**src/rtl/acc_requant_pkg.sv**
```systemverilog
`default_nettype none
// ============================================================================
//  Module   : acc_requant_pkg
//  Purpose  : Shared defaults, tracker state encoding and saturation helpers
//             for the accumulator requantisation stage.
//  Revision : 1.0  initial release
// ============================================================================
package acc_requant_pkg;

  localparam int DEF_ACC_WIDTH  = 51;
  localparam int DEF_NBITS      = 8;
  localparam int DEF_OUT_WIDTH  = 8;
  localparam int DEF_FIFO_DEPTH = 4;
  localparam int SHIFT_W        = 6;

  typedef enum logic [0:0] {
    IDLE  = 1'b0,
    TRACK = 1'b1
  } state_t;

  // Largest value representable in a signed ow-bit activation
  function automatic longint sat_hi(input int ow);
    return (longint'(1) <<< (ow - 1)) - longint'(1);
  endfunction

  // Smallest value representable in a signed ow-bit activation
  function automatic longint sat_lo(input int ow);
    return -(longint'(1) <<< (ow - 1));
  endfunction

endpackage : acc_requant_pkg
`default_nettype wire

```
**src/rtl/requant_fifo.sv**
```systemverilog
`default_nettype none
// ============================================================================
//  Module   : requant_fifo
//  Purpose  : Small shift-register FIFO. Entry 0 is the head register and
//             drives the output directly; a push while full is dropped unless
//             a pop happens on the same edge.
//  Revision : 1.0  initial release
// ============================================================================
module requant_fifo #(
  parameter int WIDTH = 8,
  parameter int DEPTH = 4
) (
  input  logic             clk,
  input  logic             rst,
  input  logic             push,
  input  logic [WIDTH-1:0] din,
  input  logic             ready,
  output logic             valid,
  output logic [WIDTH-1:0] head,
  output logic             drop
);

  localparam int AW = $clog2(DEPTH);
  localparam int CW = AW + 1;

  logic [CW-1:0]    count;
  logic [WIDTH-1:0] mem [DEPTH];
  logic             pop;
  logic             full;
  logic             accept;
  logic [CW-1:0]    wr_idx;

  // Handshake decode; a pop frees a slot for a same-edge push when full
  always_comb begin
    valid  = (count != '0);
    head   = mem[0];
    pop    = valid && ready;
    full   = (count == CW'(DEPTH));
    accept = push && (!full || pop);
    drop   = push && full && !pop;
    wr_idx = pop ? (count - CW'(1)) : count;
  end

  // Storage shifts toward the head on pop; slots past the fill level stay zero
  always_ff @(posedge clk) begin
    if (rst) begin
      count <= '0;
      for (int i = 0; i < DEPTH; i++) mem[i] <= '0;
    end else begin
      if (pop) begin
        for (int i = 0; i < DEPTH - 1; i++) mem[i] <= mem[i+1];
        mem[DEPTH-1] <= '0;
      end
      if (accept) mem[wr_idx[AW-1:0]] <= din;
      count <= count + CW'(accept) - CW'(pop);
    end
  end

endmodule : requant_fifo
`default_nettype wire

```
**src/rtl/acc_requant.sv**
```systemverilog
`default_nettype none
// ============================================================================
//  Module   : acc_requant
//  Purpose  : Tracks shift-accumulator jobs, captures the final sum, applies a
//             rounding arithmetic right shift, optional ReLU and saturation,
//             and queues results behind a valid/ready output.
//  Revision : 1.0  initial release
// ============================================================================
module acc_requant
  import acc_requant_pkg::*;
#(
  parameter int ACC_WIDTH  = DEF_ACC_WIDTH,
  parameter int NBITS      = DEF_NBITS,
  parameter int OUT_WIDTH  = DEF_OUT_WIDTH,
  parameter int FIFO_DEPTH = DEF_FIFO_DEPTH
) (
  input  logic                 clk,
  input  logic                 rst,
  input  logic                 start_acc,
  input  logic [ACC_WIDTH-1:0] nout,
  input  logic [SHIFT_W-1:0]   shift_amt,
  input  logic                 relu_en,
  output logic                 out_valid,
  output logic [OUT_WIDTH-1:0] out_data,
  input  logic                 out_ready,
  output logic                 overflow,
  output logic                 busy
);

  localparam int CNT_W = $clog2(NBITS + 3);
  localparam logic [CNT_W-1:0]   LAST_PSUM = CNT_W'(NBITS);
  localparam logic [CNT_W-1:0]   PEND_CYC  = CNT_W'(NBITS + 1);
  localparam logic [CNT_W-1:0]   CAP_CYC   = CNT_W'(NBITS + 2);
  localparam logic [SHIFT_W-1:0] MAX_SHIFT = SHIFT_W'(ACC_WIDTH - 1);
  localparam logic signed [ACC_WIDTH:0] SAT_HI = (ACC_WIDTH + 1)'(sat_hi(OUT_WIDTH));
  localparam logic signed [ACC_WIDTH:0] SAT_LO = (ACC_WIDTH + 1)'(sat_lo(OUT_WIDTH));

  state_t             state, state_nxt;
  logic [CNT_W-1:0]   cnt, cnt_nxt;
  logic               track_cap, latch_cfg, set_pend;

  logic [SHIFT_W-1:0] cfg_shift, pend_shift, cap_shift, shift_eff;
  logic               cfg_relu, pend_relu, cap_relu, pend_valid, cap_fire;

  logic signed [ACC_WIDTH:0] nout_ext, round_bias, round_sum, rounded;
  logic signed [ACC_WIDTH:0] s1_val, relu_val;
  logic                      s1_valid, s1_relu;
  logic [OUT_WIDTH-1:0]      sat_val;
  logic                      fifo_drop;

  // Tracker state register; cnt is the cycle index of the newest job
  always_ff @(posedge clk) begin
    if (rst) begin
      state <= IDLE;
      cnt   <= '0;
    end else begin
      state <= state_nxt;
      cnt   <= cnt_nxt;
    end
  end

  // Next state: early restarts abort, late restarts leave the old capture alive
  always_comb begin
    state_nxt = state;
    cnt_nxt   = cnt;
    track_cap = 1'b0;
    latch_cfg = 1'b0;
    set_pend  = 1'b0;
    case (state)
      IDLE: begin
        if (start_acc) begin
          state_nxt = TRACK;
          cnt_nxt   = CNT_W'(1);
          latch_cfg = 1'b1;
        end
      end
      TRACK: begin
        track_cap = (cnt == CAP_CYC);
        if (start_acc) begin
          // Start at cycle NBITS+1: old capture is one cycle away, hand it off
          cnt_nxt   = CNT_W'(1);
          latch_cfg = 1'b1;
          set_pend  = (cnt == PEND_CYC);
        end else if (cnt == CAP_CYC) begin
          state_nxt = IDLE;
          cnt_nxt   = '0;
        end else begin
          cnt_nxt   = cnt + CNT_W'(1);
        end
      end
      default: begin
        state_nxt = IDLE;
        cnt_nxt   = '0;
      end
    endcase
  end

  // Per-job config latches, plus a holding slot for a job superseded late
  always_ff @(posedge clk) begin
    if (rst) begin
      cfg_shift  <= '0;
      cfg_relu   <= 1'b0;
      pend_valid <= 1'b0;
      pend_shift <= '0;
      pend_relu  <= 1'b0;
    end else begin
      if (latch_cfg) begin
        cfg_shift <= shift_amt;
        cfg_relu  <= relu_en;
      end
      pend_valid <= set_pend;
      if (set_pend) begin
        pend_shift <= cfg_shift;
        pend_relu  <= cfg_relu;
      end
    end
  end

  // Stage 1: half-up rounding shift at one extra bit so the bias add is safe
  always_comb begin
    cap_fire   = track_cap | pend_valid;
    cap_shift  = pend_valid ? pend_shift : cfg_shift;
    cap_relu   = pend_valid ? pend_relu : cfg_relu;
    shift_eff  = (cap_shift > MAX_SHIFT) ? MAX_SHIFT : cap_shift;
    nout_ext   = {nout[ACC_WIDTH-1], nout};
    round_bias = (shift_eff == '0) ? '0
               : (ACC_WIDTH + 1)'(1) << (shift_eff - SHIFT_W'(1));
    round_sum  = nout_ext + round_bias;
    rounded    = round_sum >>> shift_eff;
  end

  // Capture register: samples the accumulator on its single valid cycle
  always_ff @(posedge clk) begin
    if (rst) begin
      s1_valid <= 1'b0;
      s1_val   <= '0;
      s1_relu  <= 1'b0;
    end else begin
      s1_valid <= cap_fire;
      if (cap_fire) begin
        s1_val  <= rounded;
        s1_relu <= cap_relu;
      end
    end
  end

  // Stage 2: optional ReLU then clamp into the signed activation range
  always_comb begin
    relu_val = s1_val;
    if (s1_relu && s1_val[ACC_WIDTH]) relu_val = '0;
    if (relu_val > SAT_HI)      sat_val = SAT_HI[OUT_WIDTH-1:0];
    else if (relu_val < SAT_LO) sat_val = SAT_LO[OUT_WIDTH-1:0];
    else                        sat_val = relu_val[OUT_WIDTH-1:0];
  end

  requant_fifo #(
    .WIDTH (OUT_WIDTH),
    .DEPTH (FIFO_DEPTH)
  ) u_fifo (
    .clk   (clk),
    .rst   (rst),
    .push  (s1_valid),
    .din   (sat_val),
    .ready (out_ready),
    .valid (out_valid),
    .head  (out_data),
    .drop  (fifo_drop)
  );

  // Sticky record that at least one result was lost to a full buffer
  always_ff @(posedge clk) begin
    if (rst)            overflow <= 1'b0;
    else if (fifo_drop) overflow <= 1'b1;
  end

  // Busy spans tracking, a handed-off capture, and the FIFO write cycle
  always_comb begin
    busy = (state == TRACK) || pend_valid || s1_valid;
  end

endmodule : acc_requant
`default_nettype wire

```
**config.mk**
```make
export PLATFORM = sky130hd
export DESIGN_NAME = acc_requant
export DESIGN_NICKNAME = d
export VERILOG_FILES = /design/src/rtl/acc_requant_pkg.sv /design/src/rtl/requant_fifo.sv /design/src/rtl/acc_requant.sv
export SDC_FILE = /design/constraint.sdc
export NUM_CORES = 1
export LEC_CHECK = 0
export ABC_AREA = 1
export BUFFER_PORTS_ARGS = -buffer_cell sky130_fd_sc_hd__buf_4
export CORE_UTILIZATION = 50
export CTS_BUF_LIST = sky130_fd_sc_hd__clkbuf_16
export CTS_CLUSTER_DIAMETER = 100
export DETAILED_ROUTE_END_ITERATION = 8
export GPL_TIMING_DRIVEN = 0
export HOLD_SLACK_MARGIN = 0.08
export PLACE_DENSITY = 0.67
export SLEW_MARGIN = 0
export SYNTH_ARGS = -nofsm -noshare
export SYNTH_HDL_FRONTEND = slang
export SYNTH_SLANG_ARGS = --single-unit
```
**constraint.sdc**
```tcl
create_clock -name clk -period 4.98 [get_ports clk]
set_input_delay 0.498 -clock clk [delete_from_list [all_inputs] [get_ports clk]]
set_output_delay 0.498 -clock clk [all_outputs]
set_load 0.02 [all_outputs]
```
# Word level (Yosys, flattened, before mapping)
# Memories as Yosys holds them, arrays and structs flattened.
# Cells that the tools add are included.
[op_classes]
n_addsub = 6
order_cmp = 3
eq_ne = 4
shift = 2
n_mux = 31
n_bitwise = 6
n_reduce_logical = 12
[op_table]
columns = ["op", "count"]
rows = [
  ["two-way mux 52 bit", 2],
  ["adder 51 x 52 -> 52 bit", 1],
  ["greater-than comparator 52 x 8 -> 1 bit, second input constant", 1],
  ["less-than comparator 52 x 8 -> 1 bit, second input constant", 1],
  ["left shift 1 x 6 -> 52 bit, first input constant", 1],
  [">>> shifter 52 x 6 -> 52 bit", 1],
  ["two-way mux 8 bit", 6],
  ["two-way mux 1 bit", 15],
  ["two-way mux 4 bit", 3],
  ["two-way mux 6 bit", 2],
  ["equality test 4 bit, second input constant", 2],
  ["case mux 4 bit (2 select lines)", 1],
  ["greater-than comparator 6 bit, second input constant", 1],
  ["logical NOT 6 bit", 1],
  ["subtractor 6 x 1 -> 6 bit, second input constant", 1],
  ["logical AND 1 bit", 5],
  ["bitwise OR 1 bit", 5],
  ["adder 4 x 1 -> 4 bit, second input constant", 1],
  ["adder 3 x 1 -> 3 bit", 1],
  ["equality test 3 bit, second input constant", 1],
  ["logical OR 1 bit", 3],
  ["nonzero test 3 bit", 1],
  ["subtractor 3 x 1 -> 3 bit", 1],
  ["logical NOT 1 bit", 2],
  ["other kinds (5)", 5],
]
[totals]
reg_bits = 78
ram_bits = 32
input_bits = 62
out_inout_bits = 11
elab_cells = 77
memories = 1
[mem_list]
columns = ["name", "depth", "width", "read_ports", "rd_ports_with_merged_regs", "wr", "line", "rtl"]
rows = [
  ["u_fifo.mem", 4, 8, 4, 0, 5, "requant_fifo.sv:27", "logic [WIDTH-1:0] mem [DEPTH];"],
]

# Depth between registers and ports, before layout
# Gate-level depths: netlist of run 1.
[logic_depth]
ltp_word = 8
mapped_depth = 43
ltp_nobuf = 43

# Hierarchy
# Synthesis of run 1 repeated with hierarchy kept, for this count alone.
[hier_totals]
hier_cells = 2335
area_unflattened_um2 = 13047.5
[modules_own_cells]
columns = ["module", "n_inst", "cells_each", "area_per_inst_um2"]
rows = [
  ["acc_requant", 1, 2107, 11115.7],
  ["requant_fifo", 1, 228, 1931.9],
]

# Worst setup path before layout of run 1
# Ideal clock, no wire load.
[synth_path]
path_type = "reg-to-reg"
from = "register pend_valid"
to = "register s1_val[4]"
t_arrival_ps = 3815
slack_ps = 1048
path_stages_with_launch = 39
path_buffers = 1
path_cell_list = "dfxtp_1 > buf_6 > nand2_1 > nand2_1 > nor2_1 > nand2_1 > nand2_2 > nand2_1 > inv_2 > nor2_2 > inv_2 > nor2_2 > inv_2 > nor2_2 > inv_2 > nand2_2 > nor2_1 > inv_1 > (+3 left out) > inv_1 > nand3_1 > nand3_1 > nand2_1 > nand2_1 > nand2_1 > nand2_1 > nand2_1 > nand3_1 > nand2_1 > nand3_1 > nand3_2 > nand3_1 > nand3_1 > nand3_1 > nand2_1 > a21oi_1 > nor2_1"
[synth_via]
elab_chain_cells = 8
word_cells_on_any_way = 10
cone_classes = "add/sub (2); order compare (1); shift (2); mux (3); bitwise (1); reduce/logical (1)"
[synth_rtl]
columns = ["element", "line", "rtl"]
rows = [
  ["from (decl)", "acc_requant.sv:43", "logic cfg_relu, pend_relu, cap_relu, pend_valid, cap_fire;"],
  ["from (signal assigned)", "acc_requant.sv:111", "pend_valid <= set_pend;"],
  ["two-way mux 6 bit", "acc_requant.sv:122", "cap_shift = pend_valid ? pend_shift : cfg_shift;"],
  ["greater-than comparator 6 bit", "acc_requant.sv:124", "shift_eff = (cap_shift > MAX_SHIFT) ? MAX_SHIFT : cap_shift;"],
  ["two-way mux 6 bit", "acc_requant.sv:124", ""],
  ["subtractor 6 x 1 -> 6 bit", "acc_requant.sv:127", ": (ACC_WIDTH + 1)'(1) << (shift_eff - SHIFT_W'(1));"],
  ["left shift 1 x 6 -> 52 bit", "acc_requant.sv:127", ""],
  ["two-way mux 52 bit", "acc_requant.sv:126", "round_bias = (shift_eff == '0) ? '0"],
  ["adder 51 x 52 -> 52 bit", "acc_requant.sv:128", "round_sum = nout_ext + round_bias;"],
  [">>> shifter 52 x 6 -> 52 bit", "acc_requant.sv:129", "rounded = round_sum >>> shift_eff;"],
  ["to (signal assigned)", "acc_requant.sv:141", "s1_val <= rounded;"],
  ["to (decl)", "acc_requant.sv:46", "logic signed [ACC_WIDTH:0] s1_val, relu_val;"],
]
# Several ways; a longest one is shown, not always the timed one.
# A chain may end at the register's enable or synchronous reset.

# Worst setup path in the final report of run 1
[layout_path]
from = "register pend_valid"
to = "register s1_val[24]"
# The elaborated chain is that of the path after synthesis.

==> results of run 1 <==
[power groups by stage]
stage	Sequential (uW)	Combinational, uW	Clock (uW)
2_1_floorplan	1080	766	0
3_5_place_dp	1070	1160	0
5_1_grt	1050	1410	790
3_3_place_gp	1060	1150	0
4_1_cts	1050	1180	755
6_report	1040	1320	760
[tightest hold or removal path, stage by stage]
cell and delay, ns:
sky130_fd_sc_hd__buf_4 0.08, sky130_fd_sc_hd__nor2_1 0.03, sky130_fd_sc_hd__nor2_1 0.08
[sequential cells by signal, indices dropped and copies added (netlist names)]
register	cells
s1_val	52
u_fifo.mem	32
cfg_shift	6
pend_shift	6
cnt	4
u_fifo.count	3
cfg_relu	1
overflow	1
pend_relu	1
pend_valid	1
s1_relu	1
s1_valid	1
state	1
[cells by family (layout without fill, tap and decap cells)]
family,after synthesis,in the layout,synth area share
flip-flops,110,110,0.195
XOR/XNOR,12,12,0.00815
AND/OR/NAND/NOR,1475,1475,0.509
adder cells (fa/ha/maj),56,56,0.0555
buffers and inverters,399,511,0.125
AO/OA/AOI/OAI,245,246,0.107
other,1,2,0.000291
[worst paths after layout]
path	to	slack, ns	cells after the start
worst min register to register	overflow	0.48	2
worst max-delay path	s1_val[24]	0.1	27
worst max register to register	s1_val[24]	0.1	27
worst min-delay path	cfg_shift[5]	0.36	3
[cell usage in the layout, fill, tap and decap left out, types with 13 or more instances in the layout]
cell type	synthesis	layout
sky130_fd_sc_hd__a21oi_1	89	69
sky130_fd_sc_hd__a21oi_2	9	28
sky130_fd_sc_hd__a31oi_1	15	14
sky130_fd_sc_hd__buf_2	31	28
sky130_fd_sc_hd__buf_4	12	110
sky130_fd_sc_hd__clkbuf_1	41	33
sky130_fd_sc_hd__dfxtp_1	78	77
sky130_fd_sc_hd__edfxtp_1	32	32
sky130_fd_sc_hd__ha_1	54	37
sky130_fd_sc_hd__inv_1	297	294
sky130_fd_sc_hd__inv_2	11	13
sky130_fd_sc_hd__nand2_1	647	597
sky130_fd_sc_hd__nand2_2	12	51
sky130_fd_sc_hd__nand3_1	483	451
sky130_fd_sc_hd__nand3_2	8	35
sky130_fd_sc_hd__nand3b_1	16	16
sky130_fd_sc_hd__nand4_1	42	42
sky130_fd_sc_hd__nor2_1	192	142
sky130_fd_sc_hd__nor2_2	9	37
sky130_fd_sc_hd__nor2_4	1	23
sky130_fd_sc_hd__nor4_1	17	13
sky130_fd_sc_hd__o21ai_0	94	92
sky130_fd_sc_hd__or2_2	13	13
[repair_timing]
action	CTS	global route
hold endpoints to repair	0	0
gates resized for setup	50	229
buffers inserted	5	20
gates cloned	0	1
endpoints found under the setup margin	51	51
pin swaps	2	42
[per-layer routing]
layer / part of all wire / vias to the layer above / wire length [microns]
met3: 0.14 / 126 / 7880
met1: 0.42 / 7746 / 24000
met2: 0.41 / 1109 / 23400
li1: - / 7809 / -
met4: 0.031 / 6 / 1770
met5: 0.0011 / - / 60
[stage by stage]
step           hold WS (ns)  total power, uW  setup slack [ns]  TNS, ns  std cells
2_1_floorplan         0.444             1840              1.05        0       2298
3_3_place_gp          0.439             2210            -0.551   -22.80       2699
3_5_place_dp          0.476             2230            -0.619   -26.30       2699
4_1_cts               0.359             2980            0.0126        0       2720
5_1_grt               0.363             3260           -0.0912    -1.45       2741
6_report              0.362             3120             0.100        0       2742
[area by class of cell]
cell class / count / area share
antenna: 1 / 0.000162
buffer: 89 / 0.0312
clock buffer: 9 / 0.0146
clock inverter: 7 / 0.00519
inverter: 310 / 0.0760
multi-input combinational: 1790 / 0.636
sequential: 110 / 0.164
tap: 330 / 0.0268
timing repair buffer: 96 / 0.0468
==> results.txt, run 1 <==
----------------------------------------------------
[Clock tree]
  Number of buffers added to fix hold violations after cts ... 0
  Number of buffers on the longest clock path ... 2
  H-tree level count ... 3
  TritonCTS clock tree ... built
  Number of clock buffers inserted by TritonCTS ... 9
  Clk sinks ... 110
  Clock-pin transition on the worst setup and hold timing paths ... 0.08 ns
  Clock root buffer ... sky130_fd_sc_hd__clkbuf_16
  Clock latency on the worst-skew pair ... 0.36 ns

[Global route]
  Pin count of the biggest net entering global routing ... 20
  Met2 demand-to-capacity share in global routing ... 0.614
  Global-route track usage on met1 ... 0.595
  Total grt overflow ... 0
  Met3 track demand over resource in global routing ... 0.117
  Number of antenna violations at the first check in global routing ... 2
  Via count of the first global-routing pass ... 14841
  Most crowded layer after global routing ... met2
  Wire length of the first global-routing pass ... 83.4 mm
  Overall track demand over capacity in global routing ... 0.420

[Detailed routing]
  Drt first pass iters ... 7
  Number of vias after detailed routing ... 16796
  Count of unresolved DRC violations after routing ... 0
  Mean number of vias per cell ... 6.13
  Final routed wirelength across all metal layers ... 57.1 mm
  Initial detailed-routing violation count ... 2664
  Number of nets still failing antenna checks after routing ... 0
  Wirelength per Cell ... 20.8 microns

[Setup path]
  Critical Path Source Type ... register
  Critical Path Most Common Cell ... sky130_fd_sc_hd__nand3_1
  Buffers plus inverters on the worst setup path ... 4
  R2R Path Start ... pend_valid
  Cell at the slowest stage of the critical path ... sky130_fd_sc_hd__ha_2
  Largest delay share family, worst path ... simple AND/OR/NAND/NOR gates
  First element of the critical path ... pend_valid
  Max incr delay on CP ... 0.39 ns
  Critical path arrival ... 5.13 ns
  Data required time at the worst endpoint ... 5.22 ns
  Crit-path max FO ... 10
  Nature of the critical path endpoint ... register
  Startpoint-to-endpoint class of the critical path ... reg2reg

[Min path]
  Hold Crit Class ... in2reg
  Worst Min Path Start ... shift_amt[5]

[Floorplanning]
  Count of pins on the block boundary ... 73
  Horizontal extent of the die ... 163 microns
  Die area ... 26500 sq um
  Core Box Area ... 25300 sq um
  Starting density of the core ... 0.511
  Floorplan die height ... 163 microns
  Floorplan row count ... 58

[Yosys]
  Fraction of synthesized cell area taken by the top area cell type ... 0.188
  Average footprint of a synthesized cell ... 5.62 sq um
  Async set-or-reset flop fraction in the synthesized netlist ... 0
  Most common cell in the netlist ... sky130_fd_sc_hd__nand2_1
  Yosys warning count ... 0
  Register bit count reported by yosys ... 110
  Number of distinct library cell variants in the gate-level netlist after synthesis ... 49
  Post-synthesis cell area ... 12900 sq um
  Most frequently used flop master after synthesis ... sky130_fd_sc_hd__dfxtp_1
  Count of flip-flops with a built-in enable after synthesis ... 32
  Most frequent cells after synthesis ... 647 x sky130_fd_sc_hd__nand2_1, 483 x sky130_fd_sc_hd__nand3_1, 297 x sky130_fd_sc_hd__inv_1, 192 x sky130_fd_sc_hd__nor2_1, 94 x sky130_fd_sc_hd__o21ai_0
  Number of cells produced by synthesis ... 2298
  Register area share after synthesis ... 0.195
  Post-Syn Nets ... 2416
  Cell types with the largest area share after synthesis ... sky130_fd_sc_hd__nand2_1 19%, sky130_fd_sc_hd__nand3_1 19%, sky130_fd_sc_hd__dfxtp_1 12%
  Cell type contributing the most total cell area after synthesis ... sky130_fd_sc_hd__nand2_1

[Power]
  Power share of the sequential group ... 0.334
  Combinational group share of total power ... 0.423
  Pwr per Cell Area ... 203 nW/um^2
  P_leak ... 0.00762 uW
  Peak VDD IR ... 273 uV
  Clock share of power ... 0.243
  Fraction of power spent switching nets ... 0.415
  Internal power ... 1830 uW
  Switch Pwr ... 1300 uW

[Timing]
  Final critical-path required period ... 4.88 ns
  Setup Skew ... 0.0109 ns
  Final number of max-transition violations ... 0
  Setup Viol. Count Final ... 0
  Number of endpoints with negative hold slack in the final report ... 0
  FMAX ... 0.205 GHz
  Final period utilization ... 0.980
  Worst slew pin tran ... 1.14 ns
  Relative slew margins ... 0.238
  RSZ-0062 raised after global routing ... yes

[Finish]
  Area used by sequential logic in the layout ... 2520 sq um
  Fill cell total of the finished layout ... 2530
  Fin nets ... 2524
  Layout cells sized above 1 ... 0.180
  Final std cell area, no fill ... 15400 sq um
  Area growth from synthesis to layout ... 19.5%
  Utilization of the core after routing ... 0.610
  Area taken by multi-input logic gates ... 9800 sq um

[Outcome]
  Result of the run ... complete, no violations

[Placement]
  Final HPWL from detailed placement ... 47.0 mm
  Post-placement cell area ... 13800 sq um
  IO Port Bufs ... 71
  Global placer's final weighted congestion ... 1.09

[Job]
  Max-cap violation count ... 0

----------------------------------------------------
No activity file was read; power rests on OpenSTA's default activity.
==> run 2, diff against run 1 <==
- clock period: 4.98 -> 5.2 ns (I/O delays scaled with it)
==> run 2 against run 1 <==
Clock skew about the same; clock power decreased by 4.5%; worst hold slack improved by 0.020 ns; critical endpoint is now s1_val[13]; setup slack improved by 0.049 ns; combinational power decreased by 8%; maximum frequency decreased by 3.4%; sequential power decreased by 4%; non-clock buffer count decreased by 14; register-to-register slack improved by 0.05 ns; sequential cell count unchanged.
==> results.txt, run 2 (synthesis gave the netlist of run 1 again) <==
----------------------------------------------------
[Timing]
  PnR worst setup slack ... 0.149 ns (+0.0495 ns)
  Final period utilization ... 0.971 (-0.00867)
  FMAX ... 0.198 GHz (-3.4%)
  Worst slew pin tran ... 1.29 ns (+0.149 ns)
  Final critical-path required period ... 5.05 ns (+0.171 ns)
  Setup Skew ... 0.0114 ns (+0.000458 ns)
  Final number of max-transition violations ... 0 (unchanged)
  RSZ-0062 raised after global routing ... yes
  Relative slew margins ... 0.139 (-0.0992)
  Setup Viol. Count Final ... 0 (unchanged)
  Setup_tns ... 0 ns (unchanged)
  Number of endpoints with negative hold slack in the final report ... 0 (unchanged)

[Detailed routing]
  Count of unresolved DRC violations after routing ... 0 (unchanged)
  Initial detailed-routing violation count ... 2501 (-6.1%)
  Wirelength per Cell ... 20.7 microns (-0.83%)
  Mean number of vias per cell ... 6.09 (-0.50%)
  Number of nets still failing antenna checks after routing ... 0 (unchanged)
  Drt first pass iters ... 6 (-1)
  Final routed wirelength across all metal layers ... 56.3 mm (-1.4%)
  Number of vias after detailed routing ... 16620 (-1.0%)

[Setup path]
  Max incr delay on CP ... 0.82 ns (+0.43 ns)
  Data required time at the worst endpoint ... 5.45 ns (+0.23 ns)
  Critical Path Most Common Cell ... sky130_fd_sc_hd__nand2_1
  Critical Path Source Type ... register
  Nature of the critical path endpoint ... register
  Startpoint-to-endpoint class of the critical path ... reg2reg
  Cell at the slowest stage of the critical path ... sky130_fd_sc_hd__buf_1
  Critical path arrival ... 5.30 ns (+0.17 ns)
  Crit-path max FO ... 10 (unchanged)
  Path depth of the worst reg2reg path ... 28 (+3.7%)

[Floorplanning]
  Starting density of the core ... 0.511 (unchanged)
  Horizontal extent of the die ... 163 microns (unchanged)
  Count of pins on the block boundary ... 73 (unchanged)
  Core Box Area ... 25300 sq um (unchanged)
  Floorplan die height ... 163 microns (unchanged)
  Floorplan row count ... 58 (unchanged)
  Die area ... 26500 sq um (unchanged)

[Finish]
  Fin nets ... 2509 (-0.59%)
  Most common cell after layout, fill and taps aside ... sky130_fd_sc_hd__nand2_1
  Top register by number of flip-flops ... s1_val
  Final std cell area, no fill ... 14800 sq um (-4.2%)
  Number of flip-flops under the largest register name ... 52 (unchanged)
  Utilization of the core after routing ... 0.585 (-0.0255)
  Layout cells sized above 1 ... 0.135 (-0.0448)
  Area growth from synthesis to layout ... 14.5%
  Regs by FF count ... s1_val: 52 flops, u_fifo.mem: 32 flops
  Most frequent cells in the layout ... 625 x sky130_fd_sc_hd__nand2_1, 467 x sky130_fd_sc_hd__nand3_1, 295 x sky130_fd_sc_hd__inv_1
  Non-filler instance count after layout ... 2727 (-0.55%)

[Min path]
  Hold-critical path depth ... 3 (unchanged)
  Hold Crit Class ... in2reg

[Placement]
  Final HPWL from detailed placement ... 47.0 mm (unchanged)
  Placed cell count ... 2699 (unchanged)
  Post-placement cell area ... 13800 sq um (unchanged)
  Dpl ws ... -0.399 ns (+0.220 ns)
  IO Port Bufs ... 71 (unchanged)
  Global placer's final weighted congestion ... 1.09 (unchanged)

[Global route]
  Overall track demand over capacity in global routing ... 0.419 (-0.00144)
  Wire length of the first global-routing pass ... 83.3 mm (about the same)
  Via count of the first global-routing pass ... 14751 (-0.61%)
  Pin count of the biggest net entering global routing ... 20 (unchanged)
  Total grt overflow ... 0 (unchanged)
  Number of antenna violations at the first check in global routing ... 1 (-1)

[Power]
  P_leak ... 0.00745 uW (-2.2%)
  Pwr per Cell Area ... 199 nW/um^2 (-2.0%)
  Peak VDD IR ... 260 uV (-4.5%)

[Clock tree]
  Number of buffers on the longest clock path ... 2 (unchanged)
  Clock root buffer ... sky130_fd_sc_hd__clkbuf_16
  Clk sinks ... 110 (unchanged)
  Number of buffers added to fix hold violations after cts ... 0 (unchanged)
  Clock latency on the worst-skew pair ... 0.36 ns (about the same)
  Number of clock buffers inserted by TritonCTS ... 9 (unchanged)
  TritonCTS clock tree ... built
  H-tree level count ... 3 (unchanged)
  Clock-pin transition on the worst setup and hold timing paths ... 0.08 ns (about the same)

[Outcome]
  Result of the run ... complete, no violations

[Job]
  Max-cap violation count ... 0 (unchanged)

----------------------------------------------------
==> run 2: cell types whose count changed in the layout (fill, tap and decap cells not counted), sizes merged <==
cell	change
buf	-12
inv	-2
clkbuf	-2
o21ai	-1
clkinv	+2
==> run 2: path summary, 6_finish.rpt <==
kind / start / slack (ns) / to
setup / recovery: pend_valid / 0.15 / s1_val[13]
hold / removal: shift_amt[5] / 0.38 / cfg_shift[5]
setup reg to reg: pend_valid / 0.15 / s1_val[13]
hold reg to reg: overflow / 0.48 / overflow
==> run 2: metrics by stage <==
step / hold slack, ns / power [uW]
floorplan: 0.444 / 1760
global placement: 0.439 / 2110
detailed placement: 0.476 / 2130
CTS: 0.381 / 2850
global route: 0.386 / 3060
finish: 0.383 / 2940
==> run 2: area by class of cell <==
class,count,area [sq um]
inverter,310,1170
tap,330,413
clock buffer,9,225
buffer,89,465
antenna,1,2.50
timing repair buffer,82,616
fill,2644,10500
multi-input combinational,1789,9280
clock inverter,7,80.1
sequential,110,2520
==> run 2: what timing repair did <==
item                       4_1_cts  5_1_grt
setup buffers                    0       11
cloned                           0        0
setup endpoints to repair       51       51
gates resized for setup         18      134
pin swaps                        0       11
==> run 2: per-layer routing <==
metal,up-vias,GRT usage,routed length (microns),share of wire
met5,-,0,0,0
met4,0,0.114,1620,0.029
met3,123,0.0940,7430,0.13
met2,1091,0.613,22900,0.41
met1,7643,0.609,24300,0.43
li1,7763,-,-,-
==> run 2: power breakdown <==
group | internal, uW | leakage, uW | switching, uW
Clock | 382 | 0.000154 | 344
Sequential | 970 | 0.000971 | 30.2
Combinational | 373 | 0.00632 | 836
Total | 1730 | 0.00745 | 1210
==> run 2: worst max-delay path: cells and delay by family (launching register included) <==
family                     cells  cell delay [ns]
AOI/OAI and AO/OA              2             0.43
adders and majority gates      1             0.29
buffers and inverters          8             1.78
DFF                            1             0.36
and+or+nand+nor               17             2.07
